### src/rtl/fp_pkg.sv
// Shared floating-point definitions for the sequential multiplier and divider:
// binary32 field widths, the bias, special encodings and the divider FSM states.
package fp_pkg;

   localparam int FP_EXP_W  = 8;
   localparam int FP_MANT_W = 23;
   localparam int FP_BIAS   = 127;

   localparam logic [FP_EXP_W-1:0] FP_EXP_MAX = 8'hFF;
   localparam logic [31:0]         FP_QNAN    = 32'h7FC00000;

   typedef enum logic [1:0] {
      IDLE,
      DIVIDE,
      NORM,
      DONE
   } fp_div_state_t;

endpackage

### src/rtl/fp_div_step.sv
// One restoring-division iteration: compare the partial remainder with the
// divisor mantissa, subtract when it fits, emit the quotient bit and shift.
module fp_div_step (
   input  logic [25:0] rem,
   input  logic [23:0] divisor,
   output logic [25:0] rem_next,
   output logic        q_bit
);

   logic [25:0] diff;

   // Trial subtraction; the remainder stays below twice the divisor, so the
   // shifted result always fits in 26 bits.
   always_comb begin
      q_bit    = (rem >= {2'b00, divisor});
      diff     = q_bit ? (rem - {2'b00, divisor}) : rem;
      rem_next = diff << 1;
   end

endmodule

### src/rtl/fp_divider_sequential.sv
// Iterative binary32 divider: one quotient bit per clock, valid/ready on both
// sides. Define FP_DIV_ROUND_EN to round half-up on the guard bit; otherwise
// the quotient mantissa is truncated.
module fp_divider_sequential
   import fp_pkg::*;
(
   input  logic        clk,
   input  logic        rst,
   input  logic [31:0] a,
   input  logic [31:0] b,
   input  logic        in_valid,
   output logic        in_ready,
   output logic [31:0] result,
   output logic        overflow,
   output logic        underflow,
   output logic        div_by_zero,
   output logic        out_valid,
   input  logic        out_ready
);

   fp_div_state_t state, state_next;

   logic [4:0]         cnt;
   logic [25:0]        rem;
   logic [25:0]        rem_next;
   logic [23:0]        div_mant;
   logic [25:0]        q;
   logic               q_bit;
   logic               sign;
   logic signed [9:0]  exp_acc;
   logic signed [9:0]  exp_start;
   logic               a_zero;
   logic               b_zero;

   logic [22:0]        mant;
   logic signed [9:0]  exp_norm;
   logic [31:0]        norm_result;
   logic               norm_ovf;
   logic               norm_unf;
`ifdef FP_DIV_ROUND_EN
   logic               guard;
   logic               carry;
   logic [22:0]        mant_rounded;
`endif

   assign a_zero    = (a == 32'h0);
   assign b_zero    = (b == 32'h0);
   assign exp_start = $signed({2'b00, a[30:23]}) - $signed({2'b00, b[30:23]}) + 10'(FP_BIAS);

   fp_div_step u_step (
      .rem      (rem),
      .divisor  (div_mant),
      .rem_next (rem_next),
      .q_bit    (q_bit)
   );

   // State register.
   always_ff @(posedge clk) begin
      if (rst) state <= IDLE;
      else     state <= state_next;
   end

   // Next-state logic: zero operands skip the iteration and go straight to DONE.
   always_comb begin
      state_next = state;
      case (state)
         IDLE:    if (in_valid) state_next = (a_zero || b_zero) ? DONE : DIVIDE;
         DIVIDE:  if (cnt == 5'd0) state_next = NORM;
         NORM:    state_next = DONE;
         DONE:    if (out_ready) state_next = IDLE;
         default: state_next = IDLE;
      endcase
   end

   // Handshake outputs decoded straight from the state.
   always_comb begin
      in_ready  = (state == IDLE);
      out_valid = (state == DONE);
   end

   // Normalise the quotient, optionally round, and range-check the exponent.
   always_comb begin
      exp_norm = exp_acc;
      if (q[25]) begin
         mant = q[24:2];
      end else begin
         mant     = q[23:1];
         exp_norm = exp_acc - 10'sd1;
      end
`ifdef FP_DIV_ROUND_EN
      guard                 = q[25] ? q[1] : q[0];
      {carry, mant_rounded} = {1'b0, mant} + {23'h0, guard};
      mant                  = mant_rounded;
      if (carry) exp_norm = exp_norm + 10'sd1;
`endif
      norm_ovf = (exp_norm >= 10'sd255);
      norm_unf = (exp_norm <= 10'sd0);
      if (norm_ovf)      norm_result = {sign, FP_EXP_MAX, 23'h0};
      else if (norm_unf) norm_result = {sign, 31'h0};
      else               norm_result = {sign, exp_norm[7:0], mant};
   end

   // Datapath registers: operand capture, iteration, and the held result.
   always_ff @(posedge clk) begin
      if (rst) begin
         cnt         <= 5'd0;
         rem         <= 26'h0;
         div_mant    <= 24'h0;
         q           <= 26'h0;
         sign        <= 1'b0;
         exp_acc     <= 10'sd0;
         result      <= 32'h0;
         overflow    <= 1'b0;
         underflow   <= 1'b0;
         div_by_zero <= 1'b0;
      end else begin
         case (state)
            IDLE: begin
               if (in_valid) begin
                  sign <= a[31] ^ b[31];
                  if (b_zero) begin
                     result      <= a_zero ? FP_QNAN : {a[31] ^ b[31], FP_EXP_MAX, 23'h0};
                     div_by_zero <= 1'b1;
                     overflow    <= 1'b0;
                     underflow   <= 1'b0;
                  end else if (a_zero) begin
                     result      <= 32'h0;
                     div_by_zero <= 1'b0;
                     overflow    <= 1'b0;
                     underflow   <= 1'b0;
                  end else begin
                     cnt      <= 5'd25;
                     rem      <= {2'b01, a[22:0], 1'b0} >> 1;
                     div_mant <= {1'b1, b[22:0]};
                     q        <= 26'h0;
                     exp_acc  <= exp_start;
                  end
               end
            end
            DIVIDE: begin
               rem <= rem_next;
               q   <= {q[24:0], q_bit};
               if (cnt != 5'd0) cnt <= cnt - 5'd1;
            end
            NORM: begin
               result      <= norm_result;
               overflow    <= norm_ovf;
               underflow   <= norm_unf;
               div_by_zero <= 1'b0;
            end
            default: ;
         endcase
      end
   end

endmodule

### config.mk
export PLATFORM = sky130hd
export DESIGN_NAME = fp_divider_sequential
export DESIGN_NICKNAME = d
export VERILOG_FILES = /design/src/rtl/fp_pkg.sv /design/src/rtl/fp_div_step.sv /design/src/rtl/fp_divider_sequential.sv
export SDC_FILE = /design/constraint.sdc
export NUM_CORES = 1
export LEC_CHECK = 0
export CAP_MARGIN = 20
export CELL_PAD_IN_SITES_DETAIL_PLACEMENT = 2
export CELL_PAD_IN_SITES_GLOBAL_PLACEMENT = 2
export CORE_UTILIZATION = 33
export DETAILED_ROUTE_END_ITERATION = 6
export GPL_TIMING_DRIVEN = 0
export PLACE_DENSITY_LB_ADDON = 0.1
export SYNTH_ARGS = -nofsm -noshare
export SYNTH_HDL_FRONTEND = slang
export SYNTH_SLANG_ARGS = --single-unit
export TNS_END_PERCENT = 10
### constraint.sdc
create_clock -name clk -period 3 [get_ports clk]
set_input_delay 0.3 -clock clk [delete_from_list [all_inputs] [get_ports clk]]
set_output_delay 0.3 -clock clk [all_outputs]
set_load 0.03 [all_outputs]
After elaboration in Yosys (flattened, before gate mapping):

Index checks and enable logic that the tools add are counted.

* magnitude comparators: 3
* shifts and indexed selects: 0
* equality and inequality tests: 10
* bitwise gates (word level): 3
* div/mod/pow operators: 0
* reduce and logical (&&, ||, !) cells: 14
* multiplexer cells: 36
* $mul: 0
* $add $sub $neg: 5

Operator list (number)
* $mux 26: 6
* $mux 32: 4
* $pmux 26 s2: 2
* $logic_not 32->1: 2
* $pmux 32 s2: 1
* $mux 31: 2
* $ge 26x24->1: 1
* $mux 25: 1
* $sub 25x24->25: 1
* $mux 23: 1
* $mux 5: 4
* $add 9x8->10 const B: 1
* $ge 10x9->1 const B: 1
* $le 10x1->1 const B: 1
* $mux 10: 1
* $ne 2x2->1 const B: 5
* $pmux 5 s2: 1
* $sub 10x2->10 const B: 1
* $sub 8x8->9: 1
* $mux 2: 4
* $pmux 2 s4: 1
* $reduce_and 4->1: 2
* $pmux 1 s2: 3
* $reduce_and 3->1: 2
* other kinds (15): 22

* latch bits: 0
* bits of input ports: 68
* bits in read-only memories: 0
* memories: 0
* output and inout bits: 37
* bits in writable memories: 0
* register bits after elaboration: 129

Logic depth before layout (Yosys ltp):

* depth in word-level cells: 6
* mapped depth: 14
* depth with buffers taken out: 13

Hierarchy:

Synthesis repeated with hierarchy kept, for this count alone.

* cell total of the unflattened synthesis: 926
* area, all modules: 7583.5 um^2

By module, submodules not included
* fp_divider_sequential: cells each 693, instances 1, area each 6002.0 um^2
* fp_div_step: cells each 233, instances 1, area each 1581.5 um^2

Least setup slack after synthesis:

No wires, ideal clock.

* path type: register to register
* from: register rem[0]
* to: register rem[14]
* cell stages (with the launch flop): 13
* setup time: 88 ps
* arrival time: 2505 ps
* period minus slack after synthesis: 2594 ps
* buffers on the path: 1
* slack: 406 ps
* cells stage by stage: dfxtp_1 -> inv_1 -> ha_1 -> fa_1 -> nor2b_2 -> o2111ai_2 -> a21oi_2 -> o2111ai_1 -> a31oi_1 -> nor3_2 -> buf_6 -> or3_1 -> a311oi_2

* longest elaborated chain between the ends: 3
* elaborated cells on any way between the ends: 4
* those cells by class: 1 x add/sub; 1 x order compare; 2 x mux

Ends and longest elaborated chain
* start, declared: RTL line fp_divider_sequential.sv:24 `logic [25:0] rem;`
* start signal, assigned: RTL line fp_divider_sequential.sv:133 `rem <= {2'b01, a[22:0], 1'b0} >> 1;`
* start signal, assigned: RTL line fp_divider_sequential.sv:141 `rem <= rem_next;`
* $sub 25x24->25 or $ge 26x24->1 (tied branches): RTL line fp_div_step.sv:16, fp_div_step.sv:15
* $mux 25 (*): RTL line fp_div_step.sv:16 `diff = q_bit ? (rem - {2'b00, divisor}) : rem;`
* $pmux 26 s2 (*): RTL line fp_divider_sequential.sv:117 `case (state)`

Mark *: on every way between the ends. The rest lies on a longest branch, timed or not.
A chain may end at the register's enable or synchronous reset.

Worst setup path after layout:

* from: register rem[0]
* to: register rem[21]

The elaborated chain is that of the path after synthesis.

==> results.cfg <==
[status]
status = complete, no violations

[power]
sw_frac_of_total = 0.469
p_clk_frac = 0.188
seqPwrFrac = 0.198
intPower_mw = 6.03
switchingPower_mw = 5.33
ir_drop_v = 0.000439
power_mw = 11.4
power_density_mw_per_mm2 = 1150
p_comb_frac = 0.615
power.leakage_nw = 3.65

[yosys]
syn_inst = 938
synth_nets = 1048
ys_seq_area_frac = 0.344
syn_area_per_cell_um2 = 8.01
yosys_warnings = 0
synth_edf_count = 0
netlist_area_mm2 = 0.00751
synthFlopType = dfxtp_1
async_flop_share = 0
synth_cell_types = 69
synth_seq_cells = 129

[sta]
fin_ws_ps = 42.4
tns_ps = 0
clock.fmax_mhz = 338
post-route-min-period_ps = 2960
clock_skew_ps = 8.09
holdWs_ps = 439
period_share = 0.986
finalHoldViolCount = 0
setup_viol = 0
slew_headroom = 0.435
maxSlewViolCount = 0
grt_setup_unrepaired = yes
worst_slew_pin_slew_ps = 840

[worst_setup_path]
crit_slowest_cell = fa_2
cp.arrival_ps = 3300
setup.worst_path.start_class = register
cp_slowest_stage_delay_ps = 410
crit_fanout = 3
crit_type = reg -> reg
endpoint_kind = register
path_cells = inv_2 > ha_4 > fa_2 > nor2b_4 > o2111ai_4 > a31oi_4 > a41oi_4 > o31ai_4 > a311oi_2 > xnor2_1 > mux2i_1 > a211oi_1
required_ps = 3340

[clocking]
numCtsBuffers = 17
clk_pin_slew_worst_paths_ps = 70
worstSkewPairLatency_ps = 430
htree_levels = 4
cts_tree = done
holdBufCountCts = 0
cts_root_buf = clkbuf_16
clockBufferDepth = 2
clock_sinks = 129

[run]
maxCapViolations = 0

[route]
viasPerCell = 5.47
drc = 0
detail_route.iter0.violations = 302
wl_per_cell_um = 21.0
routed_wl_um = 28700
firstDrtPassIters = 4
ant_nets = 0
vias = 7469

[grt]
grt_use_total = 0.245
grt.overflow.total = 0
grt_max_degree = 17
antenna_found_initial = 0
grt_pass1_vias = 7811
grt_pass1_wl_um = 44500

[die]
die_x_um = 153
core_mm2 = 0.0221
dieArea_mm2 = 0.0234
fp.dieH_um = 153
start_util = 0.340
row_count = 54
io-pin-count = 105

[finish]
final_area_mm2 = 0.00988
utilization = 0.447
instances_no_fill = 1366
area_growth_pct = 31.5
fin_nets = 1183
drive_above_1_share = 0.105
diodes = 0
final_common_cell = nand2_1
final_cell_mix = nand2_1, dfxtp_1, a21oi_1, clkdlybuf4s50_1, nor2_1

[placed_design]
place_inst = 1322
hpwlAfterDp_um = 21100
io_buffers = 104
post_dp_cell_area_mm2 = 0.00890
finalWeightedCongestion = 0.811
dpl_worst_slack_ps = -812

[hold_path]
min_path_type = in -> reg
-- cells in the mapped netlist, types with 7 or more instances --
| cell | instances | area share |
|---|---|---|
| xor2_1 | 18 | 0.021 |
| a21oi_1 | 108 | 0.072 |
| nor2_1 | 59 | 0.029 |
| o21ai_0 | 29 | 0.019 |
| o21a_1 | 7 | 0.0070 |
| nand4_1 | 7 | 0.0058 |
| a22oi_1 | 12 | 0.012 |
| clkbuf_1 | 40 | 0.020 |
| inv_1 | 46 | 0.023 |
| a211oi_1 | 14 | 0.014 |
| mux2i_1 | 46 | 0.061 |
| a21o_1 | 21 | 0.021 |
| nand3_1 | 37 | 0.025 |
| o21ai_1 | 27 | 0.018 |
| xnor2_1 | 28 | 0.033 |
| ha_1 | 40 | 0.067 |
| nand2_1 | 131 | 0.065 |
| dfxtp_1 | 129 | 0.34 |
| nor3_1 | 14 | 0.0093 |
| nor4_1 | 21 | 0.017 |
| nand2b_1 | 8 | 0.0067 |
-- worst paths after layout --
check	start	to	slack [ps]	cells after the start
setup / recovery	rem[0]	rem[21]	40	12
hold / removal	b[3]	div_mant[3]	440	3
setup reg to reg	rem[0]	rem[21]	40	12
hold reg to reg	rem[25]	rem[25]	450	2
-- cells by family (layout without fill, tap and decap cells) --
| group | after synthesis | count (layout) | synth area share |
|---|---|---|---|
| simple gates | 309 | 309 | 0.192 |
| compound gates | 267 | 267 | 0.224 |
| flops | 129 | 129 | 0.344 |
| buf+inv | 99 | 247 | 0.0538 |
| xor+xnor | 46 | 46 | 0.0536 |
| mux | 46 | 46 | 0.0613 |
| fa+ha+maj | 42 | 42 | 0.0720 |
-- what timing repair did --
action / CTS / global route
setup buffers: 2 / 10
pin swaps: 3 / 20
gates cloned: 0 / 2
gates resized for setup: 15 / 50
endpoints found under the setup margin: 33 / 62
-- flip-flops by register name (all words and copies together), names as in the netlist --
name,flops
result,32
rem,26
exp_acc,10
overflow,1
div_mant,24
underflow,1
cnt,5
div_by_zero,1
q,26
sign,1
state,2
-- layout make-up --
class / count / area [µm²]
Sequential cell: 129 / 2580
Fill cell: 2480 / 12200
Tap cell: 280 / 350
Inverter: 46 / 173
Timing Repair Buffer: 117 / 1160
Clock buffer: 17 / 425
Multi-Input combinational cell: 710 / 4760
Buffer: 52 / 255
Clock inverter: 15 / 166
-- power groups by stage --
stage	logic (mW)	registers [mW]	clock network (mW)
floorplan	4.24	2.19	0
global placement	5.66	2.24	0
detailed placement	5.79	2.26	0
CTS	6.10	2.23	2.17
global route	7.51	2.28	2.23
finish	6.98	2.25	2.13
-- metal layers --
metal / GRT usage / wire length [µm] / vias to the layer above
met2: 0.409 / 13600 / 129
li1: - / - / 3598
met3: 0.0380 / 898 / 36
met4: 0.0640 / 476 / 0
met5: 0 / 0 / -
met1: 0.329 / 13700 / 3706
-- worst max-delay path, delay by kind of cell, from the launching register on --
family	cells	cell delay [ps]
adders and majority gates	2	570
buffers and inverters	1	50
AOI/OAI and AO/OA	6	1430
muxes	1	100
DFF	1	340
xor gates and xnor gates	1	210
and+or+nand+nor	1	160
Power figures use the tool's default switching activity.
